$ cat config.mk
export PLATFORM = sky130hd
export DESIGN_NAME = fpu_pipe
export DESIGN_NICKNAME = d
export VERILOG_FILES = /design/src/rtl/fpu_pipe_pkg.sv /design/src/rtl/fpu_pipe_lzc.sv /design/src/rtl/fpu_pipe.sv
export SDC_FILE = /design/constraint.sdc
export NUM_CORES = 2
export LEC_CHECK = 0
export CAP_MARGIN = 10
export CORE_MARGIN = 1.5
export CORE_UTILIZATION = 40
export DETAILED_ROUTE_END_ITERATION = 7
export DONT_BUFFER_PORTS = 1
export GPL_TIMING_DRIVEN = 0
export HOLD_SLACK_MARGIN = 0.06
export MAX_ROUTING_LAYER = met4
export PLACE_DENSITY = 0.53
export SYNTH_ARGS = -nofsm -noshare
export SYNTH_HDL_FRONTEND = slang
export SYNTH_SLANG_ARGS = --single-unit
export TNS_END_PERCENT = 30
$ cat constraint.sdc
create_clock -name clk -period 9.3 [get_ports clk]
set_clock_uncertainty 0.1 [all_clocks]
set_input_delay 0.93 -clock clk [delete_from_list [all_inputs] [get_ports clk]]
set_output_delay 0.93 -clock clk [all_outputs]
set_load 0.005 [all_outputs]
$ cat src/rtl/fpu_pipe_pkg.sv
// Shared types and format constants for the pipelined filter FPU.
// A float is {sign, biased exponent, stored mantissa}; the hidden one is implicit.
`define FPU_FLOAT_T(EW, MW) struct packed { logic sign; logic [(EW)-1:0] exp; logic [(MW)-1:0] mant; }

package fpu_pipe_pkg;

    typedef enum logic [1:0] {
        OP_ADD  = 2'd0,
        OP_SUB  = 2'd1,
        OP_MULT = 2'd2,
        OP_RSVD = 2'd3
    } fpu_op_t;

    typedef struct packed {
        logic ovf;
        logic unf;
        logic zero;
    } fpu_flags_t;

    function automatic int unsigned fpu_bias(input int unsigned exp_w);
        return (2 ** (exp_w - 1)) - 1;
    endfunction

    // First exponent value that no longer fits; saturation stops one below it.
    function automatic int unsigned fpu_exp_lim(input int unsigned exp_w);
        return (2 ** exp_w) - 1;
    endfunction

    function automatic int unsigned fpu_exp_sat(input int unsigned exp_w);
        return (2 ** exp_w) - 2;
    endfunction

endpackage

$ cat src/rtl/fpu_pipe_lzc.sv
// Leading-zero counter used by the FPU normaliser; an all-zero input yields WIDTH.
module fpu_pipe_lzc #(
    parameter int unsigned WIDTH = 8,
    parameter int unsigned CNT_W = $clog2(WIDTH + 1)
) (
    input  logic [WIDTH-1:0] in_i,
    output logic [CNT_W-1:0] count_o
);

    // Scan upward so the highest set bit is the last assignment to stick.
    always_comb begin
        count_o = CNT_W'(WIDTH);
        for (int unsigned i = 0; i < WIDTH; i++) begin
            if (in_i[i]) count_o = CNT_W'(WIDTH - 1 - i);
        end
    end

endmodule

$ cat src/rtl/fpu_pipe.sv
// Three-stage ADD/SUB/MULT floating-point pipeline with valid/ready flow control.
// Flush-to-zero, truncating, saturating; no Inf/NaN encodings.
module fpu_pipe
    import fpu_pipe_pkg::*;
#(
    parameter int unsigned EXP_W  = 8,
    parameter int unsigned MANT_W = 23,
    parameter int unsigned TAG_W  = 4
) (
    input  logic                      clk,
    input  logic                      rst,
    input  logic                      in_valid,
    output logic                      in_ready,
    input  logic [1:0]                op,
    input  logic [EXP_W+MANT_W:0]     a,
    input  logic [EXP_W+MANT_W:0]     b,
    input  logic [TAG_W-1:0]          tag,
    output logic                      out_valid,
    input  logic                      out_ready,
    output logic [EXP_W+MANT_W:0]     result,
    output logic [TAG_W-1:0]          out_tag,
    output logic [2:0]                flags
);

    localparam int unsigned W  = 1 + EXP_W + MANT_W;
    localparam int unsigned NW = MANT_W + 3;        // carry, hidden, fraction, guard
    localparam int unsigned XW = EXP_W + 2;
    localparam int unsigned PW = 2 * MANT_W + 2;
    localparam int unsigned LW = $clog2(NW + 1);

    typedef `FPU_FLOAT_T(EXP_W, MANT_W) float_t;
    typedef logic signed [XW-1:0] sexp_t;

    localparam sexp_t            EXP_LIM   = sexp_t'(fpu_exp_lim(EXP_W));
    localparam sexp_t            BIAS      = sexp_t'(fpu_bias(EXP_W));
    localparam logic [EXP_W-1:0] EXP_SAT   = EXP_W'(fpu_exp_sat(EXP_W));
    localparam logic [EXP_W-1:0] SHIFT_LIM = EXP_W'(NW - 1);

    typedef struct packed {
        logic            mult;
        logic            sa;
        logic            sb;
        logic [NW-2:0]   ma;
        logic [NW-2:0]   mb;
        logic [PW-1:0]   prod;
        sexp_t           exp;
        logic [TAG_W-1:0] tag;
    } s1_t;

    typedef struct packed {
        logic            sign;
        logic [NW-1:0]   mant;
        sexp_t           exp;
        logic [TAG_W-1:0] tag;
    } s2_t;

    typedef struct packed {
        logic [W-1:0]    res;
        fpu_flags_t      flags;
        logic [TAG_W-1:0] tag;
    } s3_t;

    s1_t  s1_d, s1_q;
    s2_t  s2_d, s2_q;
    s3_t  s3_d, s3_q;
    logic v1_q, v2_q, v3_q;
    logic load1, load2, load3;

    assign load3    = !v3_q || out_ready;
    assign load2    = !v2_q || load3;
    assign load1    = !v1_q || load2;
    assign in_ready = load1;

    // S1: unpack and align
    float_t           fa, fb;
    fpu_op_t          op_e;
    logic             is_mult, is_sub, a_big;
    logic [MANT_W:0]  ha, hb;
    logic [EXP_W-1:0] ediff;
    logic [NW-2:0]    xa, xb;

    assign fa   = a;
    assign fb   = b;
    assign op_e = fpu_op_t'(op);

    always_comb begin
        is_mult = (op_e == OP_MULT);
        is_sub  = (op_e == OP_SUB);
        ha      = (fa.exp == '0) ? '0 : {1'b1, fa.mant};
        hb      = (fb.exp == '0) ? '0 : {1'b1, fb.mant};
        a_big   = fa.exp >= fb.exp;
        ediff   = a_big ? fa.exp - fb.exp : fb.exp - fa.exp;
        xa      = {ha, 1'b0};
        xb      = {hb, 1'b0};
        if (ediff >= SHIFT_LIM) begin
            if (a_big) xb = '0;
            else       xa = '0;
        end else if (a_big) begin
            xb = xb >> ediff;
        end else begin
            xa = xa >> ediff;
        end
        s1_d.mult = is_mult;
        s1_d.sa   = is_mult ? (fa.sign ^ fb.sign) : fa.sign;
        s1_d.sb   = fb.sign ^ is_sub;
        s1_d.ma   = xa;
        s1_d.mb   = xb;
        s1_d.prod = PW'(ha) * PW'(hb);
        s1_d.exp  = is_mult ? sexp_t'({2'b00, fa.exp}) + sexp_t'({2'b00, fb.exp}) - BIAS
                            : sexp_t'({2'b00, a_big ? fa.exp : fb.exp});
        s1_d.tag  = tag;
    end

    // S2: signed-magnitude add, or product pre-normalisation
    logic [PW-1:0] pn;

    always_comb begin
        s2_d     = '0;
        s2_d.tag = s1_q.tag;
        s2_d.exp = s1_q.exp;
        pn       = s1_q.prod;
        if (s1_q.mult) begin
            if (s1_q.prod[PW-1]) begin
                pn       = s1_q.prod >> 1;
                s2_d.exp = s1_q.exp + sexp_t'(1);
            end
            s2_d.mant = {1'b0, pn[PW-2 -: NW-1]};
            s2_d.sign = s1_q.sa;
        end else if (s1_q.sa == s1_q.sb) begin
            s2_d.mant = NW'(s1_q.ma) + NW'(s1_q.mb);
            s2_d.sign = s1_q.sa;
        end else if (s1_q.ma > s1_q.mb) begin
            s2_d.mant = NW'(s1_q.ma) - NW'(s1_q.mb);
            s2_d.sign = s1_q.sa;
        end else if (s1_q.mb > s1_q.ma) begin
            s2_d.mant = NW'(s1_q.mb) - NW'(s1_q.ma);
            s2_d.sign = s1_q.sb;
        end
    end

    // S3: normalise, truncate, exceptions, pack
    logic [LW-1:0] lz;
    logic [NW-1:0] norm;
    sexp_t         exp_n;

    fpu_pipe_lzc #(.WIDTH(NW), .CNT_W(LW)) u_lzc (
        .in_i    (s2_q.mant),
        .count_o (lz)
    );

    always_comb begin
        s3_d     = '0;
        s3_d.tag = s2_q.tag;
        norm     = s2_q.mant << lz;
        exp_n    = s2_q.exp + sexp_t'(1) - sexp_t'(lz);
        if (s2_q.mant == '0) begin
            s3_d.res        = {s2_q.sign, {(W-1){1'b0}}};
            s3_d.flags.zero = 1'b1;
        end else if (exp_n >= EXP_LIM) begin
            s3_d.res       = {s2_q.sign, EXP_SAT, {MANT_W{1'b1}}};
            s3_d.flags.ovf = 1'b1;
        end else if (exp_n <= sexp_t'(0)) begin
            s3_d.res        = {s2_q.sign, {(W-1){1'b0}}};
            s3_d.flags.unf  = 1'b1;
            s3_d.flags.zero = 1'b1;
        end else begin
            s3_d.res = {s2_q.sign, exp_n[EXP_W-1:0], norm[NW-2 -: MANT_W]};
        end
    end

    logic unused_bits;
    assign unused_bits = ^{pn[PW-1], pn[MANT_W-2:0], norm[NW-1], norm[1:0]};

    // Data registers only load behind a valid token so a stalled output stays put.
    always_ff @(posedge clk or negedge rst) begin
        if (!rst) begin
            v1_q <= 1'b0;
            v2_q <= 1'b0;
            v3_q <= 1'b0;
            s1_q <= '0;
            s2_q <= '0;
            s3_q <= '0;
        end else begin
            if (load1) begin
                v1_q <= in_valid;
                if (in_valid) s1_q <= s1_d;
            end
            if (load2) begin
                v2_q <= v1_q;
                if (v1_q) s2_q <= s2_d;
            end
            if (load3) begin
                v3_q <= v2_q;
                if (v2_q) s3_q <= s3_d;
            end
        end
    end

    assign out_valid = v3_q;
    assign result    = s3_q.res;
    assign out_tag   = s3_q.tag;
    assign flags     = s3_q.flags;

endmodule

==> run metrics <==
outcome complete, no violations; share of layout cells above drive strength 1 under 10%; total CTS buffers 17; Clock Latency Late Sink between 0.4 and 0.5 ns; HP Class input port to async pin; reg2reg end result[14]$_DFFE_PN0P_; Final period util 97.1%; initial antenna violation count 3; nets 5017; WS Path Type input port to flop; critical path data required time roughly 9.6 ns; CTS tree yes; Post-DP Area 0.0364 mm^2; met3 global-route usage 4.32%; final instance area between 0.03 and 0.04 mm^2; GR peak layer met2; Die ar. 0.0893 mm^2; vias in the first global route 31900; Synth cell types 93; first-pass GRT wire length around 210000 um; die width approximately 300 um; Final Hold Viols 0; Clock Path Buffers 2; normalized max-slew margin 31.7%; clk sinks 176; critical-path cell list clkdlybuf4s15_1, and3_1, nand2_1, fa_1, inv_1, fa_1, fa_1, inv_1, fa_1, fa_1, fa_1, inv_1, fa_1, ha_1, and4_4, o211ai_1, a211o_2, a21oi_4, a31o_2, a21bo_2, a41o_1, a2111oi_0, or4_1, o311ai_0; most frequent cell on the critical path fa_1; Total GRT Usage around 32%; met2 usage 52.0%; Core Box Area 0.0868 mm^2; Clock transition at path regs about 0.080 ns; Post-synth EDFFs 0; CTS Root Buffer Type clkbuf_16; M1 GR Usage 39.8%; Avg Vias per Cell 5.80; final hold slack 0.188 ns; Synth Flop Type dfrtp_1; Ys Warns 0; row count about 110; initial DRC count 2720; total grt overflow 0; largest net degree at the start of global routing 147; worst slew pin tran roughly 1.0 ns; Total Wirelength around 140000 um; number of synthesized register bits 176; Die Span Y roughly 300 um; minimum clock period 9.03 ns; Final Max Tran Viols 0; flop-to-flop setup slack 2.47 ns; H-tree depth 4; fill count slightly below 9000; # DRC 0; Max FO, Critical Path 10; Final HPWL DP about 110000 um; Post-Syn Nets 5002; Final GP Congestion approximately 1; DR WL/cell around 26 um; Largest stage delay, worst path about 0.7 ns; Crit. End Element flop; Max Freq 0.111 GHz; Area Overhead vs Synth 6.60%; Arr. time, crit path 9.29 ns; DRT Pass-1 Iters 8; Post-Syn Instances 4151; Post-synth ARST share 100%; worst-path cell with the longest stage delay and3_1; max_cap viols 0; register area share after synthesis 12.6%; R2R depth 24; Post-Syn Area around 0.035 mm^2; IO Port Bufs 0; crit path launch type input port; I/O pin cnt ~120; count of final setup violators 0; r2r startpoint s2_q[14]$_DFFE_PN0P_; Initial Util about 40%; Routed Antenna Nets 0; Post-Syn Area per Cell 8.43 um^2; routed vias just over 30000
## state kept, by name (all words and copies together) (netlist names)
name and flops:
v1_q 1, s2_q 41, result 32, out_valid 1, s1_q 93, v2_q 1
flags 3, out_tag 4
## Yosys cell counts (20+ instances only)
master / count / area [um^2]
inv_1: 636 / 2390
nor2_1: 170 / 638
a221o_1: 28 / 280
nor3_1: 56 / 280
a21oi_1: 224 / 1120
nor2b_1: 25 / 156
a221oi_1: 28 / 245
o221ai_1: 21 / 184
o21ai_0: 178 / 891
and3_1: 102 / 638
fa_1: 488 / 9770
nand3_1: 67 / 335
nand2_1: 555 / 2080
xnor2_1: 49 / 429
a211oi_1: 23 / 173
nand2b_1: 25 / 156
mux2i_1: 136 / 1360
xor2_1: 29 / 254
o21a_1: 21 / 158
a21o_1: 56 / 420
dfrtp_1: 176 / 4400
a31oi_1: 44 / 275
mux2_2: 20 / 225
clkbuf_1: 242 / 908
and2_1: 160 / 1000
ha_1: 289 / 3620
## per-stage QoR
| step | worst slack (ns) | setup TNS, ns | cells | util, % |
|---|---|---|---|---|
| after floorplan | 0.708 | 0 | 4151 | - |
| final | 0.271 | 0 | 5338 | 43.0 |
| after global routing | -0.00174 | -0.00174 | 5336 | 43.0 |
| after detailed placement | -2.11 | -43.13 | 5306 | 42.0 |
| after CTS | 0.000265 | 0 | 5339 | 42.9 |
| after global placement | -2.10 | -42.61 | 5306 | 42.0 |
## per-layer routing
layer / vias up / share of wire [%]
met2: 1368 / 47
li1: 13700 / -
met4: 0 / 5.7
met5: - / 0
met3: 340 / 6.8
met1: 15600 / 40
## placed cells by master (no fill, tap or decap), drive strengths merged, types with 20 or more instances in the layout
master / count
a31oi: 44
dfrtp: 176
o221ai: 23
and3: 102
nand3: 69
a211oi: 25
o21a: 21
a221o: 28
inv: 644
and2: 162
clkbuf: 242
xnor2: 52
ha: 289
nor2b: 25
nand2: 555
fa: 488
buf: 44
xor2: 29
nor2: 170
mux2i: 139
mux2: 20
nand2b: 25
a21o: 56
nor3: 59
o21ai: 197
a221oi: 28
a21oi: 224
## worst max-delay path by stage
stage	startpoint	end	slack, ns	depth (start not counted)
4_1_cts	b[25]	s1_q[60]$_DFFE_PN0P_	0.0003	25
5_1_grt	a[30]	s1_q[60]$_DFFE_PN0P_	-0.002	29
3_3_place_gp	a[24]	s1_q[60]$_DFFE_PN0P_	-2.10	31
6_report	b[5]	s1_q[60]$_DFFE_PN0P_	0.27	24
2_1_floorplan	a[28]	s1_q[60]$_DFFE_PN0P_	0.71	32
3_5_place_dp	a[24]	s1_q[42]$_DFFE_PN0P_	-2.11	30
## timing repair
action / 4_1_cts / 5_1_grt
hold endpoints to repair: 146 / 0
resized for setup: 32 / 82
hold buffers: 2 / 0
setup endpoints to repair: 26 / 12
setup buffers: 7 / 1
pin swaps: 2 / 4
## worst max-delay path: cells and delay by family
kind	cells	cell delay, ns
fa+ha+maj	8	3.86
compound gates	8	1.91
simple gates	4	1.72
buf+inv	4	0.84
## cell type report
| class | count | area (um^2) | area share, % |
|---|---|---|---|
| flip-flops and latches | 176 | 4400 | 11.8 |
| plain buffers | 260 | 1120 | 3.01 |
| clock buffers | 17 | 425 | 1.14 |
| multi-input cells | 3062 | 27200 | 72.9 |
| inverters | 639 | 2400 | 6.43 |
| clock inverters | 15 | 206 | 0.553 |
| well taps | 1155 | 1450 | 3.87 |
| repair buffers | 10 | 108 | 0.288 |
| diodes | 4 | 10.0 | 0.0268 |
## kinds of logic (layout without fill, tap and decap cells)
family,after synthesis,in the layout,synth area share [%]
multiplexers,172,172,5.56
XOR/XNOR,81,81,2.09
AND/OR/NAND/NOR,1230,1230,16.5
adder cells (fa/ha/maj),777,777,38.3
AO/OA/AOI/OAI,802,802,15.0
flip-flops,176,176,12.6
other,0,4,0
buffers and inverters,913,941,9.98
Power is left out: the tool's default activity adds up to more than one toggle a clock period on the data nets, which glitch-free logic cannot reach.
